`config.mk`:
```
export PLATFORM = sky130hd
export DESIGN_NAME = bsg_dmc_ui_mux_flat
export DESIGN_NICKNAME = d
export VERILOG_FILES = /design/src/rtl/bsg_dmc_ui_mux_if.sv /design/src/rtl/bsg_dmc_ui_mux.sv /design/src/flat_wrapper.sv
export SDC_FILE = /design/constraint.sdc
export NUM_CORES = 1
export LEC_CHECK = 0
export CAP_MARGIN = 10
export CORE_AREA = 2 2 169 171
export CTS_CLUSTER_SIZE = 40
export DETAILED_ROUTE_END_ITERATION = 10
export DIE_AREA = 0 0 171 173
export HOLD_SLACK_MARGIN = 0.03
export PLACE_DENSITY = 0.63
export SETUP_SLACK_MARGIN = 0.15
export SYNTH_ARGS = -nofsm -noshare
export SYNTH_HDL_FRONTEND = slang
export SYNTH_SLANG_ARGS = --single-unit
```
`constraint.sdc`:
```
create_clock -name clk_i -period 8.5 [get_ports clk_i]
set_input_delay 1.7 -clock clk_i [delete_from_list [all_inputs] [get_ports clk_i]]
set_output_delay 1.7 -clock clk_i [all_outputs]
set_load 0.1 [all_outputs]
```
`src/rtl/bsg_dmc_ui_mux_if.sv`:
```
// Bundle of per-channel requester signals and the single DMC app_* port.
// Signal names keep the DMC user-interface naming so both sides read naturally.
interface bsg_dmc_ui_mux_if #(
    parameter int unsigned num_ch_p     = 4,
    parameter int unsigned addr_width_p = 28,
    parameter int unsigned data_width_p = 32
);
    localparam int unsigned mask_w = data_width_p / 8;

    // requester side
    logic [num_ch_p*addr_width_p-1:0] ch_addr_i;
    logic [num_ch_p*3-1:0]            ch_cmd_i;
    logic [num_ch_p-1:0]              ch_en_i;
    logic [num_ch_p-1:0]              ch_rdy_o;
    logic [num_ch_p-1:0]              ch_wdf_wren_i;
    logic [num_ch_p*data_width_p-1:0] ch_wdf_data_i;
    logic [num_ch_p*mask_w-1:0]       ch_wdf_mask_i;
    logic [num_ch_p-1:0]              ch_wdf_end_i;
    logic [num_ch_p-1:0]              ch_wdf_rdy_o;
    logic [num_ch_p-1:0]              ch_rd_data_valid_o;
    logic [data_width_p-1:0]          ch_rd_data_o;
    logic [num_ch_p-1:0]              ch_rd_data_end_o;

    // DMC side
    logic [addr_width_p-1:0]          app_addr_o;
    logic [2:0]                       app_cmd_o;
    logic                             app_en_o;
    logic                             app_rdy_i;
    logic                             app_wdf_wren_o;
    logic [data_width_p-1:0]          app_wdf_data_o;
    logic [mask_w-1:0]                app_wdf_mask_o;
    logic                             app_wdf_end_o;
    logic                             app_wdf_rdy_i;
    logic                             app_rd_data_valid_i;
    logic [data_width_p-1:0]          app_rd_data_i;
    logic                             app_rd_data_end_i;

    // the mux itself
    modport slave (
        input  ch_addr_i, ch_cmd_i, ch_en_i, ch_wdf_wren_i, ch_wdf_data_i,
               ch_wdf_mask_i, ch_wdf_end_i, app_rdy_i, app_wdf_rdy_i,
               app_rd_data_valid_i, app_rd_data_i, app_rd_data_end_i,
        output ch_rdy_o, ch_wdf_rdy_o, ch_rd_data_valid_o, ch_rd_data_o,
               ch_rd_data_end_o, app_addr_o, app_cmd_o, app_en_o,
               app_wdf_wren_o, app_wdf_data_o, app_wdf_mask_o, app_wdf_end_o
    );

    // the environment (requesters plus DMC)
    modport master (
        output ch_addr_i, ch_cmd_i, ch_en_i, ch_wdf_wren_i, ch_wdf_data_i,
               ch_wdf_mask_i, ch_wdf_end_i, app_rdy_i, app_wdf_rdy_i,
               app_rd_data_valid_i, app_rd_data_i, app_rd_data_end_i,
        input  ch_rdy_o, ch_wdf_rdy_o, ch_rd_data_valid_o, ch_rd_data_o,
               ch_rd_data_end_o, app_addr_o, app_cmd_o, app_en_o,
               app_wdf_wren_o, app_wdf_data_o, app_wdf_mask_o, app_wdf_end_o
    );
endinterface

```
`src/rtl/bsg_dmc_ui_mux.sv`:
```
// N-channel multiplexer onto one DMC user-interface port.
// Commands are arbitrated round-robin with zero latency; two ownership FIFOs
// remember which channel owns each outstanding write and read so that write
// data and read returns are steered in command order.
// Optional: define BSG_DMC_UI_MUX_STATS_EN to add per-channel accepted-command
// counters on stats_o.

// Small ownership FIFO holding channel indices; push and pop may coincide even when full.
module bsg_dmc_ui_mux_fifo #(
    parameter int unsigned width_p = 2,
    parameter int unsigned depth_p = 8
) (
    input  logic               clk,
    input  logic               reset,
    input  logic               push,
    input  logic [width_p-1:0] push_data,
    input  logic               pop,
    output logic [width_p-1:0] head,
    output logic               full,
    output logic               empty
);
    localparam int unsigned ptr_w = $clog2(depth_p);
    localparam int unsigned cnt_w = ptr_w + 1;

    logic [width_p-1:0] mem [depth_p];
    logic [ptr_w-1:0]   wr_ptr;
    logic [ptr_w-1:0]   rd_ptr;
    logic [cnt_w-1:0]   count;

    // storage write; contents need no reset because empty gates every read
    always_ff @(posedge clk) begin
        if (push) begin
            mem[wr_ptr] <= push_data;
        end
    end

    // pointers and occupancy
    always_ff @(posedge clk) begin
        if (reset) begin
            wr_ptr <= '0;
            rd_ptr <= '0;
            count  <= '0;
        end else begin
            if (push) begin
                wr_ptr <= wr_ptr + ptr_w'(1);
            end
            if (pop) begin
                rd_ptr <= rd_ptr + ptr_w'(1);
            end
            if (push && !pop) begin
                count <= count + cnt_w'(1);
            end else if (!push && pop) begin
                count <= count - cnt_w'(1);
            end
        end
    end

    assign head  = mem[rd_ptr];
    assign full  = (count == cnt_w'(depth_p));
    assign empty = (count == '0);
endmodule

module bsg_dmc_ui_mux #(
    parameter int unsigned num_ch_p      = 4,
    parameter int unsigned addr_width_p  = 28,
    parameter int unsigned data_width_p  = 32,
    parameter int unsigned order_depth_p = 8
) (
    input  logic                    clk_i,
    input  logic                    reset_i,
    bsg_dmc_ui_mux_if.slave         ui,
`ifdef BSG_DMC_UI_MUX_STATS_EN
    output logic [num_ch_p*32-1:0]  stats_o,
`endif
    output logic                    err_o
);
    localparam int unsigned idx_w  = $clog2(num_ch_p);
    localparam int unsigned mask_w = data_width_p / 8;
    localparam logic [2:0]  cmd_read = 3'b001;

    logic [idx_w-1:0]        rr_ptr;
    logic [idx_w-1:0]        grant_idx;
    logic                    grant_v;
    logic                    accept;
    logic                    grant_read;
    logic [num_ch_p-1:0]     is_read;
    logic [num_ch_p-1:0]     eligible;
    logic [num_ch_p-1:0]     ch_rdy;
    logic [addr_width_p-1:0] app_addr;
    logic [2:0]              app_cmd;

    logic                    wr_push, wr_pop, wr_full, wr_empty, wr_room;
    logic                    rd_push, rd_pop, rd_full, rd_empty, rd_room;
    logic [idx_w-1:0]        wr_head;
    logic [idx_w-1:0]        rd_head;

    logic                    wdf_wren;
    logic [data_width_p-1:0] wdf_data;
    logic [mask_w-1:0]       wdf_mask;
    logic                    wdf_end;
    logic [num_ch_p-1:0]     wdf_rdy;

    logic [num_ch_p-1:0]     rd_valid;
    logic [num_ch_p-1:0]     rd_end;
    logic                    rd_drop;

    // write data follows the channel at the head of the write-ownership FIFO
    always_comb begin
        wdf_wren = 1'b0;
        wdf_data = '0;
        wdf_mask = '0;
        wdf_end  = 1'b0;
        wdf_rdy  = '0;
        if (!reset_i && !wr_empty) begin
            for (int unsigned c = 0; c < num_ch_p; c++) begin
                if (idx_w'(c) == wr_head) begin
                    wdf_wren   = ui.ch_wdf_wren_i[c];
                    wdf_data   = ui.ch_wdf_data_i[c*data_width_p +: data_width_p];
                    wdf_mask   = ui.ch_wdf_mask_i[c*mask_w +: mask_w];
                    wdf_end    = ui.ch_wdf_end_i[c];
                    wdf_rdy[c] = ui.app_wdf_rdy_i;
                end
            end
        end
        wr_pop = wdf_wren && wdf_end && ui.app_wdf_rdy_i;
    end

    // read returns go to the channel at the head of the read-ownership FIFO
    always_comb begin
        rd_valid = '0;
        rd_end   = '0;
        rd_pop   = 1'b0;
        rd_drop  = 1'b0;
        if (!reset_i) begin
            if (rd_empty) begin
                rd_drop = ui.app_rd_data_valid_i;
            end else begin
                for (int unsigned c = 0; c < num_ch_p; c++) begin
                    if (idx_w'(c) == rd_head) begin
                        rd_valid[c] = ui.app_rd_data_valid_i;
                        rd_end[c]   = ui.app_rd_data_end_i;
                    end
                end
                rd_pop = ui.app_rd_data_valid_i && ui.app_rd_data_end_i;
            end
        end
    end

    // a pop in the same cycle frees a slot, so a full FIFO can still accept
    assign wr_room = !wr_full || wr_pop;
    assign rd_room = !rd_full || rd_pop;

    // eligibility: command pending and its class FIFO has room
    always_comb begin
        is_read  = '0;
        eligible = '0;
        for (int unsigned c = 0; c < num_ch_p; c++) begin
            is_read[c]  = (ui.ch_cmd_i[c*3 +: 3] == cmd_read);
            eligible[c] = !reset_i && ui.ch_en_i[c] && (is_read[c] ? rd_room : wr_room);
        end
    end

    // round-robin search: channels at/after the pointer first, then wrap from 0
    always_comb begin
        grant_v   = 1'b0;
        grant_idx = '0;
        for (int unsigned c = 0; c < num_ch_p; c++) begin
            if (!grant_v && eligible[c] && (idx_w'(c) >= rr_ptr)) begin
                grant_v   = 1'b1;
                grant_idx = idx_w'(c);
            end
        end
        for (int unsigned c = 0; c < num_ch_p; c++) begin
            if (!grant_v && eligible[c]) begin
                grant_v   = 1'b1;
                grant_idx = idx_w'(c);
            end
        end
    end

    // present the granted command to the DMC
    always_comb begin
        app_addr = '0;
        app_cmd  = '0;
        ch_rdy   = '0;
        for (int unsigned c = 0; c < num_ch_p; c++) begin
            if (grant_v && (idx_w'(c) == grant_idx)) begin
                app_addr  = ui.ch_addr_i[c*addr_width_p +: addr_width_p];
                app_cmd   = ui.ch_cmd_i[c*3 +: 3];
                ch_rdy[c] = ui.app_rdy_i;
            end
        end
    end

    assign accept     = grant_v && ui.app_rdy_i;
    assign grant_read = (app_cmd == cmd_read);
    assign rd_push    = accept && grant_read;
    assign wr_push    = accept && !grant_read;

    bsg_dmc_ui_mux_fifo #(
        .width_p (idx_w),
        .depth_p (order_depth_p)
    ) wr_own (
        .clk       (clk_i),
        .reset     (reset_i),
        .push      (wr_push),
        .push_data (grant_idx),
        .pop       (wr_pop),
        .head      (wr_head),
        .full      (wr_full),
        .empty     (wr_empty)
    );

    bsg_dmc_ui_mux_fifo #(
        .width_p (idx_w),
        .depth_p (order_depth_p)
    ) rd_own (
        .clk       (clk_i),
        .reset     (reset_i),
        .push      (rd_push),
        .push_data (grant_idx),
        .pop       (rd_pop),
        .head      (rd_head),
        .full      (rd_full),
        .empty     (rd_empty)
    );

    // pointer moves just past the winner on accept, otherwise holds
    always_ff @(posedge clk_i) begin
        if (reset_i) begin
            rr_ptr <= '0;
        end else if (accept) begin
            rr_ptr <= (grant_idx == idx_w'(num_ch_p - 1)) ? '0 : grant_idx + idx_w'(1);
        end
    end

    // sticky flag for read data arriving with no outstanding read
    always_ff @(posedge clk_i) begin
        if (reset_i) begin
            err_o <= 1'b0;
        end else if (rd_drop) begin
            err_o <= 1'b1;
        end
    end

`ifdef BSG_DMC_UI_MUX_STATS_EN
    // saturating count of accepted commands per channel
    always_ff @(posedge clk_i) begin
        if (reset_i) begin
            stats_o <= '0;
        end else begin
            for (int unsigned c = 0; c < num_ch_p; c++) begin
                if (ch_rdy[c] && (stats_o[c*32 +: 32] != 32'hFFFF_FFFF)) begin
                    stats_o[c*32 +: 32] <= stats_o[c*32 +: 32] + 32'd1;
                end
            end
        end
    end
`endif

    assign ui.app_addr_o         = app_addr;
    assign ui.app_cmd_o          = app_cmd;
    assign ui.app_en_o           = grant_v;
    assign ui.ch_rdy_o           = ch_rdy;
    assign ui.app_wdf_wren_o     = wdf_wren;
    assign ui.app_wdf_data_o     = wdf_data;
    assign ui.app_wdf_mask_o     = wdf_mask;
    assign ui.app_wdf_end_o      = wdf_end;
    assign ui.ch_wdf_rdy_o       = wdf_rdy;
    assign ui.ch_rd_data_valid_o = rd_valid;
    assign ui.ch_rd_data_end_o   = rd_end;
    assign ui.ch_rd_data_o       = reset_i ? '0 : ui.app_rd_data_i;
endmodule

```
`src/flat_wrapper.sv`:
```
// flat-port wrapper written by rule: the top's interface ports become plain ports
module bsg_dmc_ui_mux_flat 
#(
    parameter int unsigned num_ch_p      = 4,
    parameter int unsigned addr_width_p  = 28,
    parameter int unsigned data_width_p  = 32,
    parameter int unsigned order_depth_p = 8
)
  (clk_i, reset_i, err_o, ui_ch_addr_i, ui_ch_cmd_i, ui_ch_en_i, ui_ch_wdf_wren_i, ui_ch_wdf_data_i, ui_ch_wdf_mask_i, ui_ch_wdf_end_i, ui_app_rdy_i, ui_app_wdf_rdy_i, ui_app_rd_data_valid_i, ui_app_rd_data_i, ui_app_rd_data_end_i, ui_ch_rdy_o, ui_ch_wdf_rdy_o, ui_ch_rd_data_valid_o, ui_ch_rd_data_o, ui_ch_rd_data_end_o, ui_app_addr_o, ui_app_cmd_o, ui_app_en_o, ui_app_wdf_wren_o, ui_app_wdf_data_o, ui_app_wdf_mask_o, ui_app_wdf_end_o);
  bsg_dmc_ui_mux_if #(.num_ch_p(num_ch_p), .addr_width_p(addr_width_p), .data_width_p(data_width_p)) ui_i ();
  input  logic clk_i;
  input  logic reset_i;
  output logic err_o;
  input wire logic [$bits(ui_i.ch_addr_i)-1:0] ui_ch_addr_i;
  input wire logic [$bits(ui_i.ch_cmd_i)-1:0] ui_ch_cmd_i;
  input wire logic [$bits(ui_i.ch_en_i)-1:0] ui_ch_en_i;
  input wire logic [$bits(ui_i.ch_wdf_wren_i)-1:0] ui_ch_wdf_wren_i;
  input wire logic [$bits(ui_i.ch_wdf_data_i)-1:0] ui_ch_wdf_data_i;
  input wire logic [$bits(ui_i.ch_wdf_mask_i)-1:0] ui_ch_wdf_mask_i;
  input wire logic [$bits(ui_i.ch_wdf_end_i)-1:0] ui_ch_wdf_end_i;
  input wire logic [$bits(ui_i.app_rdy_i)-1:0] ui_app_rdy_i;
  input wire logic [$bits(ui_i.app_wdf_rdy_i)-1:0] ui_app_wdf_rdy_i;
  input wire logic [$bits(ui_i.app_rd_data_valid_i)-1:0] ui_app_rd_data_valid_i;
  input wire logic [$bits(ui_i.app_rd_data_i)-1:0] ui_app_rd_data_i;
  input wire logic [$bits(ui_i.app_rd_data_end_i)-1:0] ui_app_rd_data_end_i;
  output wire logic [$bits(ui_i.ch_rdy_o)-1:0] ui_ch_rdy_o;
  output wire logic [$bits(ui_i.ch_wdf_rdy_o)-1:0] ui_ch_wdf_rdy_o;
  output wire logic [$bits(ui_i.ch_rd_data_valid_o)-1:0] ui_ch_rd_data_valid_o;
  output wire logic [$bits(ui_i.ch_rd_data_o)-1:0] ui_ch_rd_data_o;
  output wire logic [$bits(ui_i.ch_rd_data_end_o)-1:0] ui_ch_rd_data_end_o;
  output wire logic [$bits(ui_i.app_addr_o)-1:0] ui_app_addr_o;
  output wire logic [$bits(ui_i.app_cmd_o)-1:0] ui_app_cmd_o;
  output wire logic [$bits(ui_i.app_en_o)-1:0] ui_app_en_o;
  output wire logic [$bits(ui_i.app_wdf_wren_o)-1:0] ui_app_wdf_wren_o;
  output wire logic [$bits(ui_i.app_wdf_data_o)-1:0] ui_app_wdf_data_o;
  output wire logic [$bits(ui_i.app_wdf_mask_o)-1:0] ui_app_wdf_mask_o;
  output wire logic [$bits(ui_i.app_wdf_end_o)-1:0] ui_app_wdf_end_o;
  assign ui_i.ch_addr_i = ui_ch_addr_i;
  assign ui_i.ch_cmd_i = ui_ch_cmd_i;
  assign ui_i.ch_en_i = ui_ch_en_i;
  assign ui_i.ch_wdf_wren_i = ui_ch_wdf_wren_i;
  assign ui_i.ch_wdf_data_i = ui_ch_wdf_data_i;
  assign ui_i.ch_wdf_mask_i = ui_ch_wdf_mask_i;
  assign ui_i.ch_wdf_end_i = ui_ch_wdf_end_i;
  assign ui_i.app_rdy_i = ui_app_rdy_i;
  assign ui_i.app_wdf_rdy_i = ui_app_wdf_rdy_i;
  assign ui_i.app_rd_data_valid_i = ui_app_rd_data_valid_i;
  assign ui_i.app_rd_data_i = ui_app_rd_data_i;
  assign ui_i.app_rd_data_end_i = ui_app_rd_data_end_i;
  assign ui_ch_rdy_o = ui_i.ch_rdy_o;
  assign ui_ch_wdf_rdy_o = ui_i.ch_wdf_rdy_o;
  assign ui_ch_rd_data_valid_o = ui_i.ch_rd_data_valid_o;
  assign ui_ch_rd_data_o = ui_i.ch_rd_data_o;
  assign ui_ch_rd_data_end_o = ui_i.ch_rd_data_end_o;
  assign ui_app_addr_o = ui_i.app_addr_o;
  assign ui_app_cmd_o = ui_i.app_cmd_o;
  assign ui_app_en_o = ui_i.app_en_o;
  assign ui_app_wdf_wren_o = ui_i.app_wdf_wren_o;
  assign ui_app_wdf_data_o = ui_i.app_wdf_data_o;
  assign ui_app_wdf_mask_o = ui_i.app_wdf_mask_o;
  assign ui_app_wdf_end_o = ui_i.app_wdf_end_o;
  bsg_dmc_ui_mux #(.num_ch_p(num_ch_p), .addr_width_p(addr_width_p), .data_width_p(data_width_p), .order_depth_p(order_depth_p)) u_core (.clk_i(clk_i), .reset_i(reset_i), .ui(ui_i), .err_o(err_o));
endmodule
```
==> results.toml <==
[worst_setup_path]
slowest_stage = "a211oi_1"
slowest_delay_ps = 660
path_class = "in -> out"
critical_path_peak_fanout = 28
endpoint_kind = "output port"
r2r-end = "u_core.rd_own.count[3]"
rr_worst_depth = 23
crit_arrival_ps = 5970
cp-start-kind = "primary input"
worst-r2r-setup-slack_ps = 1390
required_ps = 6800
crit_path_cell_trace = "clkdlybuf4s50_1 -> a311o_1 -> nor2_1 -> a211oi_1 -> o21ai_0 -> a21o_1 -> o21a_1 -> inv_1 -> ha_1 -> and2_1 -> nor2b_2 -> buf_4 -> a22oi_1 -> a211oi_1 -> a21o_1 -> buf_4"

[clock_network]
cts_tree = "built"
holdBufCountCts = 0
cts_sinks = 61
clk_latency_ps = 320
clockBufferDepth = 2
htree_levels = 3
clkTransAtPathRegs_ps = 50
cts_root_buf = "clkbuf_16"
post_cts.repair.setup_buffers = 0
numCtsBuffers = 9
cts_resized = 0

[die]
pin_count = 437
die_x_um = 171
rows = 61
core-area_mm2 = 0.0276
die_area_mm2 = 0.0296
die_y_um = 173
start_util = 0.198

[timing]
fin_hold_ws_ps = 495
min_period_ps = 7670
slew_headroom = 0.316
fin_setup_tns_ps = 0
hold_viol_final = 0
finalCritPeriodShare = 0.902
worstMarginPinSlew_ps = 1020
fmax_mhz = 130
rsz0062_at_grt = "no"
final.setup.worst_slack_ps = 829
drv_slew = 0
setup_viol = 0
skew_ps = 6.54

[yosys]
ys_async_sr_fraction = 0
syn_area_mm2 = 0.00546
synth_enable_flop_cells = 32
synth.distinct_cells = 52
syn_nets = 905
avgSynthCellArea_um2 = 9.53
synthFlopType = "edfxtp_1"
yosysWarnings = 0
netlist_instances = 573
synth_top_area_frac = 0.186
synth_area_leaders = "mux4_2, edfxtp_1, dfxtp_1, nor2_1, and2_1"
synth_area_leader_cell = "mux4_2"
yosysSeqAreaShare = 0.282
ys_ff_latch = 61

[route]
routed_wl_um = 25100
routedWlPerCell_um = 18.2
drc = 0
ant_nets = 0
vias_per_cell = 4.56
drt-pass1-iter-count = 4
drtIter0Drc = 184
via_count = 6285

[worst_hold_path]
holdPathEnd = "u_core.err_o"
hold_path.class = "reg -> reg"
min-delay-start = "u_core.err_o"
whs_path_depth = 2

[cells_and_area]
fillerInstances = 2832
final_common_cell = "clkdlybuf4s50_1"
final_nets = 1323
layout-drive-gt1-share = 0.120
layout_common_cells = "clkdlybuf4s50_1, nor2_1, mux4_2"
area_delta_synth_final_pct = 91.4

[global_route]
grt_util_all_layers = 0.159
grt_pass1_wl_um = 36000
grt_remaining_overflow = 0
grt_start_max_net_pins = 61
grt_pass1_vias = 6372
antenna_found_initial = 7

[status]
status = "finished, final reports clean"

[flow_run]
drv_cap = 0

[place]
globalplace.congestion = 0.830
place_hpwl_um = 21700
dp_slack_ps = 654
portBuffers = 436

[power]
p_leak_uw = 0.00395
ir_worst_vdd_v = 0.000255
pwr_density_cell_mw_per_mm2 = 300
==> cells in the mapped netlist (all sizes together) (3+ instances only) <==
| library cell | n |
|---|---|
| xor2 | 5 |
| clkbuf | 32 |
| o211ai | 3 |
| nor3 | 11 |
| ha | 12 |
| edfxtp | 32 |
| or3 | 3 |
| nand2b | 5 |
| a21oi | 22 |
| a211oi | 34 |
| or2 | 3 |
| buf | 7 |
| nand3 | 7 |
| a211o | 3 |
| and3 | 7 |
| a21o | 31 |
| mux4 | 45 |
| mux2i | 15 |
| dfxtp | 29 |
| mux2 | 3 |
| o22ai | 3 |
| o21ai | 4 |
| nand2 | 31 |
| and4b | 3 |
| nor2 | 75 |
| and2 | 42 |
| nor2b | 35 |
| xnor2 | 5 |
| a22oi | 30 |
| inv | 16 |
==> worst max path at each step <==
stage | start | end | slack (ps) | depth (start not counted)
after floorplan | reset_i | ui_app_addr_o[10] | 1270 | 15
after global placement | ui_ch_wdf_end_i[0] | u_core.rd_own.count[3] | 820 | 23
after detailed placement | ui_ch_wdf_end_i[1] | u_core.rd_own.count[3] | 650 | 23
after CTS | ui_app_rd_data_valid_i | ui_app_addr_o[18] | 810 | 16
after global routing | ui_app_rd_data_valid_i | ui_app_addr_o[13] | 330 | 16
final | ui_app_rd_data_valid_i | ui_app_addr_o[14] | 830 | 16
==> registers in the layout (all words and copies together), names as in the netlist, named ones only <==
signal	count
u_core.err_o	1
u_core.rd_own.count	4
u_core.rd_own.mem	16
u_core.rd_own.rd_ptr	3
u_core.rd_own.wr_ptr	3
u_core.rr_ptr	2
u_core.wr_own.count	4
u_core.wr_own.mem	16
u_core.wr_own.rd_ptr	3
u_core.wr_own.wr_ptr	3
==> report_power, final <==
group	switching, uW	internal (uW)	leakage [uW]	total [uW]
Combinational	1690	725	0.00329	2410
Sequential	39.8	356	0.000529	396
Clock	115	211	0.000134	326
==> kinds of logic after synthesis <==
| family | Yosys count | synth area share |
|---|---|---|
| adders and majority gates | 14 | 0.0348 |
| muxes | 63 | 0.219 |
| AOI/OAI and AO/OA | 140 | 0.192 |
| buffers and inverters | 55 | 0.0387 |
| xor gates and xnor gates | 10 | 0.0160 |
| and+or+nand+nor | 230 | 0.217 |
| DFF | 61 | 0.282 |
==> cell type report <==
class / instances / area [um^2] / share of cell area
Antenna cell: 4 / 10.0 / 0.000958
Clock buffer: 14 / 264 / 0.0253
Clock inverter: 2 / 8.76 / 0.000838
Inverter: 16 / 60.1 / 0.00575
Multi-Input combinational cell: 457 / 3730 / 0.357
Sequential cell: 61 / 1540 / 0.147
Tap cell: 378 / 473 / 0.0453
Timing Repair Buffer: 446 / 4360 / 0.417
==> worst max-delay path: cells and delay by family <==
family	cells	cell delay, ps
buffers and inverters	4	1320
AOI/OAI and AO/OA	8	2320
and+or+nand+nor	3	440
adders and majority gates	1	180
==> metal layers <==
metal	track usage	wire, um	vias up	share of wire
met1	0.145	7990	2911	0.32
met3	0.0506	2490	30	0.099
met5	0	13	-	0.00052
met2	0.318	13900	337	0.56
met4	0.0643	654	2	0.026
li1	-	-	3005	-
==> per-stage QoR <==
step                cells  total power (uW)  area (um^2)   util
finish               1378              3130        10500  0.378
global route         1378              3280        10500  0.378
detailed placement   1358              2830        10200  0.368
global placement     1358              2820        10200  0.368
floorplan             573              2220         5460      -
CTS                  1374              3160        10400  0.378
Power figures use the tool's default switching activity.
